`src/rtl/fetch_stage.sv`:
```
// Instruction-fetch front end: owns the PC, prefetches into a small FIFO and
// hands instructions to decode over valid/ready; stops on the halt word.
module fetch_stage #(
    parameter logic [31:0] RESET_PC  = 32'h0000_0000,
    parameter logic [31:0] HALT_WORD = 32'hfc00_0000,
    parameter int unsigned DEPTH     = 2
) (
    input  logic        clk,
    input  logic        reset,
    output logic [31:0] inst_addr,
    input  logic [31:0] instr,
    input  logic        redirect,
    input  logic [31:0] redirect_pc,
    output logic        if_valid,
    input  logic        if_ready,
    output logic [31:0] if_instr,
    output logic [31:0] if_pc,
    output logic        halted
);

    localparam int unsigned AW = (DEPTH > 1) ? $clog2(DEPTH) : 1;
    localparam int unsigned CW = AW + 1;

    typedef enum logic {
        RUN,
        HALT
    } state_e;

    state_e          state_q, state_d;
    logic [31:0]     pc_q, pc_d;
    logic [CW-1:0]   count_q, count_d;
    logic [AW-1:0]   rd_q, rd_d;
    logic [AW-1:0]   wr_q, wr_d;
    logic [31:0]     addr_mem_q  [DEPTH];
    logic [31:0]     instr_mem_q [DEPTH];

    logic pop;
    logic push;
    logic is_halt;

    assign pop     = (count_q != '0) & if_ready;
    // A full FIFO still takes a new entry when the head leaves in the same cycle.
    assign push    = (state_q == RUN) & ~redirect & ((count_q < CW'(DEPTH)) | pop);
    assign is_halt = (instr == HALT_WORD);

    always_comb begin
        state_d = state_q;
        pc_d    = pc_q;
        count_d = count_q;
        rd_d    = rd_q;
        wr_d    = wr_q;

        if (redirect) begin
            state_d = RUN;
            pc_d    = redirect_pc & ~32'h0000_0003;
            count_d = '0;
            rd_d    = '0;
            wr_d    = '0;
        end else begin
            if (push) begin
                wr_d = wr_q + AW'(1);
                if (is_halt) begin
                    state_d = HALT;
                end else begin
                    pc_d = pc_q + 32'd4;
                end
            end
            if (pop) begin
                rd_d = rd_q + AW'(1);
            end
            if (push && !pop) begin
                count_d = count_q + CW'(1);
            end else if (pop && !push) begin
                count_d = count_q - CW'(1);
            end
        end
    end

    always_ff @(posedge clk or posedge reset) begin
        if (reset) begin
            state_q <= RUN;
            pc_q    <= RESET_PC;
            count_q <= '0;
            rd_q    <= '0;
            wr_q    <= '0;
            for (int unsigned i = 0; i < DEPTH; i++) begin
                addr_mem_q[i]  <= '0;
                instr_mem_q[i] <= '0;
            end
        end else begin
            state_q <= state_d;
            pc_q    <= pc_d;
            count_q <= count_d;
            rd_q    <= rd_d;
            wr_q    <= wr_d;
            if (push) begin
                addr_mem_q[wr_q]  <= pc_q;
                instr_mem_q[wr_q] <= instr;
            end
        end
    end

    assign inst_addr = pc_q;
    assign if_valid  = (count_q != '0);
    assign if_instr  = instr_mem_q[rd_q];
    assign if_pc     = addr_mem_q[rd_q];
    assign halted    = (state_q == HALT) & (count_q == '0);

endmodule

```
`config.mk`:
```
export PLATFORM = sky130hd
export DESIGN_NAME = fetch_stage
export DESIGN_NICKNAME = d
export VERILOG_FILES = /design/src/rtl/fetch_stage.sv
export SDC_FILE = /design/constraint.sdc
export NUM_CORES = 1
export LEC_CHECK = 0
export CAP_MARGIN = 20
export CORE_ASPECT_RATIO = 1.25
export CORE_MARGIN = 5
export CORE_UTILIZATION = 48
export CTS_BUF_LIST = sky130_fd_sc_hd__clkbuf_4 sky130_fd_sc_hd__clkbuf_8
export DETAILED_ROUTE_END_ITERATION = 7
export GPL_TIMING_DRIVEN = 0
export PLACE_DENSITY = 0.87
export SLEW_MARGIN = 20
export SYNTH_ARGS = -nofsm -noshare
export SYNTH_HDL_FRONTEND = slang
export SYNTH_SLANG_ARGS = --single-unit
```
`constraint.sdc`:
```
create_clock -name clk -period 6.25 [get_ports clk]
set_input_delay 1.875 -clock clk [delete_from_list [all_inputs] [get_ports clk]]
set_output_delay 1.875 -clock clk [all_outputs]
set_load 0.1 [all_outputs]
```
==> results of run 1 <==
==> flip-flops by register name, indices dropped and copies added, names as in the netlist <==
signal / count
wr_q: 1
addr_mem_q: 60
count_q: 2
inst_addr: 30
rd_q: 1
state_q: 1
instr_mem_q: 64
==> synthesized netlist by cell type (2+ instances only) <==
| cell type | n | area (um^2) |
|---|---|---|
| a21oi_1 | 3 | 15.0 |
| and2_1 | 4 | 25.0 |
| nand3_1 | 16 | 80.1 |
| o21ai_1 | 2 | 10.0 |
| dfrtp_1 | 159 | 3980 |
| and3_1 | 2 | 12.5 |
| clkbuf_1 | 18 | 67.6 |
| and4_1 | 2 | 17.5 |
| inv_1 | 4 | 15.0 |
| o21ai_0 | 4 | 20.0 |
| or4_1 | 22 | 165 |
| nor3_1 | 2 | 10.0 |
| o211ai_1 | 2 | 15.0 |
| buf_4 | 5 | 37.5 |
| nor2b_1 | 5 | 31.3 |
| buf_2 | 12 | 60.1 |
| nor2_1 | 36 | 135 |
| o31ai_1 | 21 | 158 |
| mux2_2 | 186 | 2090 |
| o31a_1 | 2 | 17.5 |
| or3_1 | 4 | 25.0 |
| or4_4 | 2 | 22.5 |
| nand2_1 | 23 | 86.3 |
| a31oi_1 | 25 | 156 |
| nand2b_1 | 3 | 18.8 |
| or2_2 | 3 | 18.8 |
| buf_6 | 5 | 56.3 |
| nor4_1 | 9 | 56.3 |
| nand4_1 | 6 | 37.5 |
| nor4_4 | 2 | 42.5 |
| nor3_2 | 2 | 20.0 |
==> through the flow <==
stage / TNS [ns] / instances / area [um^2] / worst slack [ns]
finish: 0 / 1011 / 9930 / 1.07
global route: 0 / 1011 / 9930 / 0.866
CTS: 0 / 1011 / 9930 / 1.01
detailed placement: 0 / 979 / 9520 / 1.52
global placement: -321.01 / 978 / 9490 / -2.03
floorplan: 0 / 608 / 7640 / 0.0834
==> power by group through the flow <==
stage	Combinational, mW	Clock [mW]	Sequential (mW)
finish	2.17	0.774	1.46
global route	2.25	0.836	1.49
CTS	2.18	0.789	1.46
detailed placement	2.17	0	1.47
global placement	2.15	0	1.46
floorplan	1.61	0	1.56
==> worst max-delay path by stage <==
stage	cells after the start	endpoint	slack (ns)
2_1_floorplan	1	addr_mem_q[10]$_DFFE_PP0P_	0.08
3_3_place_gp	2	addr_mem_q[13]$_DFFE_PP0P_	-2.03
3_5_place_dp	4	if_pc[31]	1.52
4_1_cts	4	if_instr[31]	1.01
5_1_grt	4	if_instr[31]	0.87
6_report	4	if_instr[31]	1.07
==> routing by layer <==
metal / up-vias / routed length [um]
met5: - / 18
met3: 29 / 1390
met4: 2 / 395
met1: 2855 / 7760
li1: 2602 / -
met2: 202 / 9920
==> logic make-up (layout without fill, tap and decap cells) <==
group                    Yosys count  in the layout  share of synthesized area, %
AO/OA/AOI/OAI                     63             63                          5.62
XOR/XNOR                           2              2                         0.230
adder cells (fa/ha/maj)            1              1                         0.164
buffers and inverters             47            238                          3.26
flip-flops                       159            159                          52.1
multiplexers                     187            187                          27.6
other                              1              4                        0.0491
AND/OR/NAND/NOR                  145            145                          11.0
==> area by class of cell <==
cell class | count | area share (%)
sequential | 159 | 40.1
multi-input combinational | 402 | 34.4
timing repair buffer | 159 | 16.2
clock buffer | 20 | 2.71
tap | 212 | 2.67
buffer | 42 | 2.32
clock inverter | 12 | 1.35
inverter | 5 | 0.265
==> out/metrics.csv, run 1 <==
metric,value,unit
outcome,"complete, no violations",
largest fanout on the critical path,10,
largest net degree at the start of global routing,97,
Mapped Cells,605,
Final period util,82.9,%
RSZ-0062 raised after global routing,no,
hold_sp,addr_mem_q[25]$_DFFE_PP0P_,
Antenna Nets Post-Route,0,
die area,0.0185,mm^2
GR peak layer,met2,
internal power,2.33,mW
detailed placement HPWL,14.0,mm
Async SR Flop Fraction,100,%
total wire length,19.5,mm
Global Route Usage Sum,21.7,%
total gr overflow,0,
Peak VDD IR,331,uV
final core utilization,63.5,%
max_slew headroom,31.1,%
io pins,166,
#FFs+latches synth,159,
drt wl/cell,19.3,um
drt initial violations,384,
met1 usage,26.7,%
Hold Path Cell Cnt,1,
yosys synthesis warning count,0,
Net Sw Frac,47.0,%
critical path required time,4.38,ns
crit end category,output port,
Syn-to-layout area delta,30.1,%
register area,0.00398,mm^2
CP bufs+invs,3,
GP Congestion,0.897,
endpoints failing hold,0,
met2 Use GR,37.2,%
number of global-route vias before repair,5977,
filler instances,1210,
# Max-Cap Violations,0,
Final #Nets,855,
Rows,51,
post-CTS setup buffers,0,
clk slew on worst S/H paths,0.08,ns
Hold Path Sink,addr_mem_q[25]$_DFFE_PP0P_,
first-pass GRT wire length,31.3,mm
core area,0.0156,mm^2
htree depth,4,
r2r startpoint,inst_addr[4]$_DFFE_PP0P_,
combinational power share,49.3,%
CTS tree,built,
register area share after synthesis,52.1,%
clk_lat worst skew,0.45,ns
Final Power,4.40,mW
Worst Hold Class,register to register,
area of the multi-input gates,0.00341,mm^2
FF-to-FF End,inst_addr[11]$_DFFE_PP0P_,
CTS sink count,159,
ant diodes,0,
number of synthesized flops with an enable pin,0,
final hold slack,0.506,ns
Post-CTS Hold Fix Bufs,0,
Worst Tran Pin Value,1.03,ns
Initial Util,48.8,%
I/O Buffers,158,
Critical Path AT,3.30,ns
vias per cell,5.63,
Slew Limit Fails,0,
slowest CP cell,clkdlybuf4s50_1,
switching power total,2.07,mW
Clock Path Buffers,2,
"commonest non-fill, non-tap cell in the layout",mux2_2,
critical path type,register to output port,
root buffer cell,clkbuf_8,
initial antenna violation count,1,
CP top delay family,buffers and inverters,
Worst Setup SP,rd_q$_DFFE_PP0P_,
Mean Syn Cell Area,12.6,um^2
post-synthesis cell type count,45,
Max Freq,193,MHz
Setup Skew,0.0158,ns
"reg-to-reg slack, setup",3.90,ns
CP max stage delay,1.16,ns
Num CTS Buffers,17,
Syn Std Cell Area,0.00763,mm^2
most frequent cells in the layout,"186 x mux2_2, 159 x dfrtp_1, 158 x clkdlybuf4s50_1",
First-pass DRT Iterations,4,
P per Cell Area,443,mW/mm^2
worst r2r path cells,6,
met3 usage,6.09,%
DRC viols,0,
Vias,5690,
share of layout cells above drive strength 1,31.9,%
die width,123,um
Clk pwr share,17.6,%
CTS-repair resized insts,0,
CP Cell Sequence,clkbuf_1 -> buf_1 -> mux2_2 -> clkdlybuf4s50_1,
Main synth FF type,dfrtp_1,
die span in y,151,um
# setup viols final,0,
Flop pwr share,33.1,%
Leak,3.88,nW
minimum clock period,5.18,ns
CP Launch Type,register,
(Power assumes the default switching activity.)
==> run 2, diff against run 1 <==
Settings changed: PLACE_DENSITY 0.87 to 0.84.
Clock period 6.25 ns to 5.1 ns, I/O delays scaled along.
==> out/metrics.csv, run 2 (synthesized netlist as in run 1, its figures left out) <==
metric,value,unit
initial antenna violation count,0,
# setup viols final,0,
Syn-to-layout area delta,31.1,%
Max Freq,207,MHz
Critical Path AT,3.29,ns
"reg-to-reg slack, setup",2.65,ns
Slew Limit Fails,0,
"commonest non-fill, non-tap cell in the layout",mux2_2,
Cells after DPL,982,
outcome,"complete, no violations",
die area,0.0185,mm^2
total gr overflow,0,
final core utilization,64.0,%
core area,0.0156,mm^2
endpoints failing hold,0,
first-pass GRT wire length,32.2,mm
detailed placement HPWL,14.9,mm
clk_lat worst skew,0.46,ns
Final Power,5.45,mW
Hold Path Cell Cnt,1,
Setup TNS Final,0,ns
largest net degree at the start of global routing,37,
Largest Register,instr_mem_q,
Initial Util,48.8,%
r2r startpoint,inst_addr[5]$_DFFE_PP0P_,
Final #Nets,858,
Worst Hold Class,register to register,
Hold Path Sink,addr_mem_q[16]$_DFFE_PP0P_,
drt initial violations,454,
Global Route Usage Sum,22.4,%
io pins,166,
# Max-Cap Violations,0,
ant diodes,0,
worst r2r path cells,6,
Rows,51,
final worst setup slack,0.279,ns
Clock Path Buffers,2,
Worst Tran Pin Value,1.01,ns
root buffer cell,clkbuf_8,
CP Launch Type,register,
hold_sp,addr_mem_q[16]$_DFFE_PP0P_,
number of global-route vias before repair,6259,
CTS sink count,159,
RSZ-0062 raised after global routing,no,
max reg flops,64,
register area,0.00398,mm^2
CTS-repair resized insts,0,
most frequent cells in the layout,"186 x mux2_2, 159 x dfrtp_1, 158 x clkdlybuf4s50_1",
critical path required time,3.57,ns
CTS tree,built,
P per Cell Area,545,mW/mm^2
largest fanout on the critical path,10,
Leak,3.90,nW
Vias,5768,
GP Congestion,0.952,
DRC viols,0,
share of layout cells above drive strength 1,32.2,%
FF-to-FF End,inst_addr[11]$_DFFE_PP0P_,
Num CTS Buffers,17,
die span in y,151,um
critical path type,register to output port,
drt wl/cell,19.9,um
setup slack at placement,0.692,ns
max_slew headroom,32.6,%
Final period util,94.5,%
Antenna Nets Post-Route,0,
area of the multi-input gates,0.00341,mm^2
htree depth,4,
clk slew on worst S/H paths,0.09,ns
Setup Skew,0.0101,ns
minimum clock period,4.82,ns
I/O Buffers,158,
Post-CTS Hold Fix Bufs,0,
crit end category,output port,
die width,123,um
First-pass DRT Iterations,6,
total wire length,20.2,mm
post-CTS setup buffers,0,
Peak VDD IR,392,uV
Final Non-Filler Cells,1014,
filler instances,1194,
vias per cell,5.69,
run 2: cell count changes in the layout (fill, tap and decap cells not counted):
cell        previous run  this run
bufinv_16              2         3
clkinv_4               3         2
inv_6                  2         1
clkinv_2               3         1
buf_16                 1         0
clkinvlp_4             2         6
inv_8                  1         0
buf_12                 0         4
run 2: where the power goes:
part           switching [mW]  internal, mW  total (mW)
combinational            1.87         0.804        2.67
clock                   0.476         0.517       0.993
sequential              0.198          1.59        1.79
total                    2.54          2.91        5.45
run 2: final cells by class:
class                      count  share of cell area (%)
inverter                       5                   0.225
timing repair buffer         162                    16.6
sequential                   159                    39.8
tap                          212                    2.65
clock buffer                  20                    2.69
clock inverter                12                    1.59
buffer                        42                    2.30
multi-input combinational    402                    34.1
run 2: worst max-delay path by stage:
stage / endpoint / startpoint / slack [ns] / cells past startpoint
finish: if_pc[31] / rd_q$_DFFE_PP0P_ / 0.28 / 4
global route: if_pc[31] / rd_q$_DFFE_PP0P_ / 0.12 / 4
CTS: if_pc[31] / rd_q$_DFFE_PP0P_ / 0.17 / 4
detailed placement: if_pc[31] / rd_q$_DFFE_PP0P_ / 0.69 / 4
global placement: instr_mem_q[60]$_DFFE_PP0P_ / reset / 0.40 / 2
floorplan: halted / count_q[1]$_DFFE_PP0P_ / 1.28 / 2
run 2: metrics by stage:
stage / instance area (um^2) / hold WS, ns
final: 10000 / 0.504
after global routing: 10000 / 0.517
after CTS: 10000 / 0.506
after detailed placement: 9570 / 0.487
after global placement: 9490 / 0.481
after floorplan: 7650 / 0.474
run 2: per-layer routing:
metal	GRT usage (%)	vias up	wire, um
met3	5.53	43	1400
met4	7.96	0	460
met1	26.8	2859	7870
met2	39.0	271	10400
met5	0	-	0
li1	-	2595	-
run 2: critical path, cell delays in order (launching register included):
cell             delay [ns]
dfrtp_1                0.33
clkbuf_1               0.44
buf_1                  0.61
mux2_2                 0.31
clkdlybuf4s50_1        1.13
==> run 3, diff against run 2 <==
Settings changed: GPL_TIMING_DRIVEN 0 to 1, SETUP_SLACK_MARGIN from default to 0.2.
==> out/metrics.csv, run 3 (synthesized netlist as in run 1, its figures left out) <==
metric,value,unit
outcome,"complete, no violations",
CTS sink count,159,
Slew Limit Fails,0,
Leak,3.83,nW
CP Launch Type,register,
drt initial violations,589,
RSZ-0062 raised after global routing,no,
number of global-route vias before repair,5971,
total gr overflow,0,
crit end category,output port,
Num CTS Buffers,17,
"commonest non-fill, non-tap cell in the layout",mux2_2,
Rows,51,
io pins,166,
GP Congestion,0.857,
clk_lat worst skew,0.45,ns
critical path required time,3.57,ns
die span in y,151,um
DRC viols,0,
endpoints failing hold,0,
I/O Buffers,159,
Post-CTS Hold Fix Bufs,0,
CP max stage delay,0.99,ns
Initial Util,48.8,%
share of layout cells above drive strength 1,35.4,%
die width,123,um
first-pass GRT wire length,30.9,mm
drt wl/cell,19.6,um
CTS tree,built,
Vias,5587,
# setup viols final,0,
ant diodes,0,
Antenna Nets Post-Route,0,
initial antenna violation count,0,
Peak VDD IR,303,uV
# Max-Cap Violations,0,
post-CTS setup buffers,0,
max reg flops,64,
Syn-to-layout area delta,27.4,%
largest net degree at the start of global routing,63,
vias per cell,5.71,
most frequent cells in the layout,"186 x mux2_2, 158 x dfrtp_1, 130 x clkdlybuf4s50_1",
P per Cell Area,552,mW/mm^2
"reg-to-reg slack, setup",2.62,ns
Global Route Usage Sum,21.3,%
Setup TNS Final,0,ns
final hold slack,0.507,ns
htree depth,4,
First-pass DRT Iterations,5,
clk slew on worst S/H paths,0.08,ns
max_slew headroom,32.2,%
Setup Skew,0.0125,ns
Worst Hold Class,register to register,
CP Cell Sequence,buf_4 -> mux2_2 -> clkdlybuf4s50_1,
CTS-repair resized insts,0,
minimum clock period,4.34,ns
Final period util,85.1,%
root buffer cell,clkbuf_8,
Critical Path AT,2.81,ns
Worst Tran Pin Value,1.01,ns
total wire length,19.1,mm
slowest CP cell,clkdlybuf4s50_1,
Clock Path Buffers,2,
Final #Nets,823,
core area,0.0156,mm^2
Largest Register,instr_mem_q,
Max Freq,230,MHz
critical path type,register to output port,
detailed placement HPWL,13.2,mm
die area,0.0185,mm^2
largest fanout on the critical path,18,
==> run 3: cell count changes in the layout (fill, tap and decap cells not counted), sizes merged <==
cell and delta:
clkinvlp -3, clkdlybuf4s50 -28, clkbuf -17, buf +12
bufinv -1, clkinv +1
==> run 3: per-layer routing <==
metal | wire (um) | track usage [%] | vias to the layer above
met2 | 9990 | 37.5 | 221
met5 | 0 | 0 | -
met3 | 1500 | 6.01 | 28
li1 | - | - | 2528
met1 | 7420 | 25.7 | 2810
met4 | 237 | 5.27 | 0
==> run 3: critical path, delay by kind of cell (launching register included) <==
kind	cells	cell delay, ns
buffers and inverters	2	1.34
DFF	1	0.64
muxes	1	0.37
==> run 3: final cells by class <==
type / instances / area (um^2)
Tap cell: 212 / 265
Multi-Input combinational cell: 402 / 3430
Clock buffer: 22 / 297
Inverter: 5 / 22.5
Sequential cell: 159 / 3980
Fill cell: 1213 / 5910
Clock inverter: 9 / 108
Timing Repair Buffer: 169 / 1620
==> run 3: worst paths after layout <==
kind / from / to / cells past startpoint
worst max-delay path: rd_q$_DFFE_PP0P_ / if_pc[4] / 3
worst min-delay path: instr_mem_q[45]$_DFFE_PP0P_ / instr_mem_q[45]$_DFFE_PP0P_ / 1
worst max register to register: inst_addr[4]$_DFFE_PP0P_ / inst_addr[29]$_DFFE_PP0P_ / 5
worst min register to register: instr_mem_q[45]$_DFFE_PP0P_ / instr_mem_q[45]$_DFFE_PP0P_ / 1
max in group asynchronous: reset / instr_mem_q[29]$_DFFE_PP0P_ / 3
min in group asynchronous: reset / addr_mem_q[22]$_DFFE_PP0P_ / 2
==> run 3: stage by stage <==
stage	power [mW]	util (%)	instances	instance area, um^2	setup WS (ns)
final	5.36	62.2	978	9720	0.758
after floorplan	3.88	-	608	7650	1.28
after detailed placement	4.45	59.6	947	9320	0.991
after global placement	4.38	59.6	947	9320	1.09
after global routing	5.59	62.2	978	9720	0.641
after CTS	5.41	62.2	978	9720	0.701
==> run 3: power breakdown <==
group,switching [mW],internal [mW]
combinational,1.85,0.769
sequential,0.209,1.59
clock,0.455,0.490
